`config.mk`:
```
export PLATFORM = sky130hd
export DESIGN_NAME = data_mem
export DESIGN_NICKNAME = d
export VERILOG_FILES = /design/src/rtl/data_mem.sv
export SDC_FILE = /design/constraint.sdc
export NUM_CORES = 1
export LEC_CHECK = 0
export ABC_AREA = 1
export ABC_CLOCK_PERIOD_IN_PS = 2650
export BUFFER_PORTS_ARGS = -buffer_cell sky130_fd_sc_hd__buf_2
export CAP_MARGIN = 20
export CELL_PAD_IN_SITES_DETAIL_PLACEMENT = 1
export CELL_PAD_IN_SITES_GLOBAL_PLACEMENT = 1
export CORE_MARGIN = 8
export CORE_UTILIZATION = 47
export DETAILED_ROUTE_END_ITERATION = 12
export GPL_TIMING_DRIVEN = 0
export PLACE_DENSITY_LB_ADDON = 0.1
export RECOVER_POWER = 100
export REMOVE_ABC_BUFFERS = 1
export SYNTH_ARGS = -nofsm -noshare
export SYNTH_HDL_FRONTEND = slang
export SYNTH_SLANG_ARGS = --single-unit
```
`constraint.sdc`:
```
create_clock -name clk -period 2.65 [get_ports clk]
set_clock_uncertainty 0.1 [all_clocks]
set_input_delay 0.53 -clock clk [delete_from_list [all_inputs] [get_ports clk]]
set_output_delay 0.53 -clock clk [all_outputs]
set_load 0.01 [all_outputs]
```
`src/rtl/data_mem.sv`:
```
// Byte-addressable data memory: little-endian 16-bit word reads, byte or word stores,
// asynchronous active-low clear of the whole array.
module data_mem #(
    parameter int unsigned ADDR_BITS = 6
) (
    input  logic        clk,
    input  logic        rst,
    input  logic [15:0] Address,
    input  logic [15:0] WriteData,
    input  logic        MemRead,
    input  logic        MemWrite,
    input  logic        str_byte,
    output logic [15:0] d_out
);

    localparam int unsigned DEPTH = 2 ** ADDR_BITS;

    logic [7:0]           mem_q [DEPTH];
    logic [7:0]           mem_d [DEPTH];
    logic [ADDR_BITS-1:0] byte_addr;
    logic [ADDR_BITS-1:0] lo_addr;
    logic [ADDR_BITS-1:0] hi_addr;
    logic                 unused_addr_hi;

    assign byte_addr = Address[ADDR_BITS-1:0];
    // Word accesses force bit 0 low, so the high byte never wraps past the top.
    assign lo_addr   = {byte_addr[ADDR_BITS-1:1], 1'b0};
    assign hi_addr   = {byte_addr[ADDR_BITS-1:1], 1'b1};

    assign unused_addr_hi = ^Address[15:ADDR_BITS];

    always_comb begin
        mem_d = mem_q;
        if (MemWrite) begin
            if (str_byte) begin
                mem_d[byte_addr] = WriteData[7:0];
            end else begin
                mem_d[lo_addr] = WriteData[7:0];
                mem_d[hi_addr] = WriteData[15:8];
            end
        end
    end

    always_ff @(posedge clk or negedge rst) begin
        if (!rst) begin
            mem_q <= '{default: '0};
        end else begin
            mem_q <= mem_d;
        end
    end

    always_comb begin
        d_out = '0;
        if (rst && MemRead) begin
            d_out = {mem_q[hi_addr], mem_q[lo_addr]};
        end
    end

endmodule

```
==> results summary <==
Once detail routing completed, the nets flagged for antenna violations numbered 0. The height of the die is 247 um. The run finished, with violations left. The slew at the pin with the worst max-slew slack is 1.07 ns. Input and output buffers added on the ports amount to 42. The number of pins with negative max-slew slack in the final report was 0.

The cell taking the most area after synthesis is sky130_fd_sc_hd__dfrtp_1. The largest registers in the layout are mem_q x512. Data on the critical path is required at its endpoint by 2.02 ns. Sorting the synthesized cells by area gives the leading types as sky130_fd_sc_hd__dfrtp_1 51%, sky130_fd_sc_hd__nand2_1 23%, sky130_fd_sc_hd__o21ai_0 4.9%. The routed via count is 24,000. The checks that failed: negative setup slack. Setup repair after global routing could not meet its margin everywhere. Power spread over the standard cell area amounts to 745 nW/um^2. The initial antenna violation count came out at 4. The die covers 61,000 sq um. The library cells used most frequently in the layout, excluding fill and tap cells, are 1,479 x sky130_fd_sc_hd__nand2_1, 512 x sky130_fd_sc_hd__dfrtp_1, 242 x sky130_fd_sc_hd__o21ai_0.

The number of buffers created by CTS is 56. The overflow left after global routing is 0. The final-layout fill cell count came out at 6,289. The DRC violation total after the first TritonRoute iteration is 2,213. The area used by multi-input combinational logic is 11,400 sq um. Power comes to 0.0225 W.

The wire length of the first global-routing pass is 152 mm. Detailed placement finished with a half-perimeter wire length of 52.2 mm. The share of the cycle needed by the critical path after routing is 1.07. Before CTS, the worst setup slack after placement is -2.22 ns. Data arrives at the worst endpoint at 2.20 ns. During I/O placement, the number of pins put on the boundary was 53. The post-detailed-routing wire length came out at 103 mm. The highest clock frequency the design can meet came out at 354 MHz. mem_q holds more flip-flops than any other register. The overall fraction of global-route tracks in use is 0.326. The count of placed standard cells including taps came out at 3,805. The worst register-to-register path begins at mem_q[340]. Counting every sink on the clock net gives 512. The area share of the largest cell type after synthesis is 0.511. The via count of the first global-routing pass came out at 24,900.

The number of enable-type register cells in the synthesized netlist came out at 0. The critical path is of the in2out type. In the synthesized netlist the dominant register cell turns out to be sky130_fd_sc_hd__dfrtp_1. The number of flip-flops under the largest register name is 512. The largest individual stage delay along the critical path comes from the cell sky130_fd_sc_hd__buf_16. Dividing the detail-routed wire length by the instance count gives 25.5 um.

The most critical setup path has its startpoint at Address[1]. The final net count is 3,327. The post-detailed-route DRC marker count came out at 0. The number of distinct library cell variants in the gate-level netlist after synthesis came out at 31.

The worst reg-to-reg setup slack came out at 1.62 ns. Counting flops and latches in the post-synthesis netlist gives 512. The clock latency on the worst-skew pair is 0.62 ns.

Relative to the synthesized area, the layout overhead comes to 20.2%. Along the worst path, the maximum fanout reaches 6. The part of the Yosys area used for sequential elements is 0.511. The worst setup path is launched from an input port.

The worst hold slack after final layout is 0.0291 ns. The ratio of cells with drive above 1 in the final layout came out at 0.148. The worst min-delay path category is in2reg. The area of the mapped netlist is 25,100 sq um. In this run the tightest slew margin relative to its limit is 0.283. The number of standard cells in the layout, taps in and fillers out is 4,023. In this run the number of H-tree levels came out at 2. In this run the mean area of a mapped cell was 7.67 sq um. The number of warning messages in the yosys log is 0. The area occupied by registers came out at 12,800 sq um. TritonCTS built the clock tree. For this configuration, the core starts out at a cell density of 0.476. The floorplan has 84 rows. Entering global routing, the biggest net connects 104 pins.

The number of max-cap violations came out at 0. The leading cell type in the layout, fill and taps excluded is sky130_fd_sc_hd__nand2_1. Traced cell by cell, the critical path runs through buf_16 -> buf_16 -> buf_12 -> nand2_8 -> buf_4 -> clkinvlp_4 -> nand2_1 -> nand3_1 -> nand2_1 -> nand2_2 -> nor2_4 -> a21oi_2 -> buf_2. The first-pass iteration count of the detailed router came out at 5. In this run the critical register-to-register path is captured at mem_q[340]. The reported leakage power is 15.6 nW. Setup slack on the critical path of the routed design comes to -0.177 ns. The critical path ends at d_out[7]. The largest stage delay on the critical path came out at 0.17 ns.

The clock slew seen by the registers of the worst setup and hold paths is 0.06 ns. The die boundary width is 247 um. The congestion estimate from routability-driven global placement came to 0.818.

The root buffer cell chosen for the clock tree is sky130_fd_sc_hd__clkbuf_16. The instance count of the mapped netlist is 3,273. The average vias per placed instance came out at 5.97. The final setup violation count came out at 19.

The maximum VDD drop is 493 uV. The worst setup path is captured at an output port. The placeable core region is 52,700 sq um. The depth of the most critical reg-to-reg path came out at 2. The minimum clock period is 2.83 ns. The final count of hold timing violations is 0. The post-synthesis async set-or-reset flop share is 1.00.

The number of buffers between clock root and the deepest sink came out at 3.
-- synth_stat cells, types with 12 or more instances --
master / number
sky130_fd_sc_hd__buf_4: 12
sky130_fd_sc_hd__o31ai_1: 16
sky130_fd_sc_hd__nand2_1: 1531
sky130_fd_sc_hd__nor2_2: 18
sky130_fd_sc_hd__clkbuf_1: 113
sky130_fd_sc_hd__a31oi_1: 127
sky130_fd_sc_hd__mux2_2: 37
sky130_fd_sc_hd__o21ai_0: 244
sky130_fd_sc_hd__a21oi_1: 195
sky130_fd_sc_hd__o21ai_1: 17
sky130_fd_sc_hd__nor2_1: 107
sky130_fd_sc_hd__nand3_1: 18
sky130_fd_sc_hd__mux2i_1: 42
sky130_fd_sc_hd__dfrtp_1: 512
sky130_fd_sc_hd__buf_2: 87
sky130_fd_sc_hd__inv_1: 137
-- critical path: cells and delay by family --
kind | cells | cell delay (ns)
buf+inv | 6 | 0.90
simple gates | 6 | 0.65
compound gates | 1 | 0.09
-- power by group --
group	internal (W)	switching [W]	leakage, nW
Sequential	0.00924	0.000803	6.47
Combinational	0.00161	0.00280	8.17
Clock	0.00461	0.00340	0.931
Total	0.0155	0.00700	15.6
-- how the worst min path moves through the flow --
stage                  from         end  slack (ns)  cells past startpoint
4_1_cts                 rst  mem_q[182]       0.009                      3
6_report       WriteData[7]  mem_q[111]        0.03                      3
3_3_place_gp     mem_q[104]  mem_q[104]        0.35                      2
3_5_place_dp     mem_q[107]  mem_q[107]        0.36                      2
2_1_floorplan           rst    mem_q[0]        0.13                      0
5_1_grt        WriteData[7]  mem_q[111]        0.02                      3
-- cell families after synthesis --
group / Yosys count / synth area share
simple gates: 1693 / 0.259
flops: 512 / 0.511
compound gates: 615 / 0.134
mux: 82 / 0.0347
buf+inv: 371 / 0.0616
-- layer usage --
layer | part of all wire | GRT usage | wire (um) | vias up
met4 | 0.056 | 0.162 | 5750 | 6
met2 | 0.47 | 0.529 | 48200 | 1013
li1 | - | - | - | 10500
met5 | 0.00039 | 0 | 40 | -
met1 | 0.40 | 0.421 | 41200 | 12100
met3 | 0.074 | 0.0539 | 7650 | 325
-- per-stage QoR --
step | utilization | area, sq um | TNS [ns]
finish | 0.573 | 30200 | -2.07
global route | 0.573 | 30200 | -2.74
CTS | 0.563 | 29600 | -1.28
detailed placement | 0.491 | 25800 | -535.65
global placement | 0.478 | 25200 | -9200.13
floorplan | - | 24100 | -1444.73
-- timing repair --
item	CTS	global route
pin swaps	40	32
hold endpoints to repair	46	0
endpoints found under the setup margin	421	134
gates cloned	33	8
resized for setup	163	62
hold buffers	7	0
setup buffers	50	14
-- area by class of cell --
cell class	count	share of cell area
inverter	149	0.0231
clock buffer	85	0.0567
clock inverter	17	0.00448
timing repair buffer	166	0.0817
timing repair inverter	15	0.00427
sequential	512	0.425
tap	688	0.0285
antenna	1	0.0000830
multi-input combinational	2390	0.376
Power figures use the tool's default switching activity.
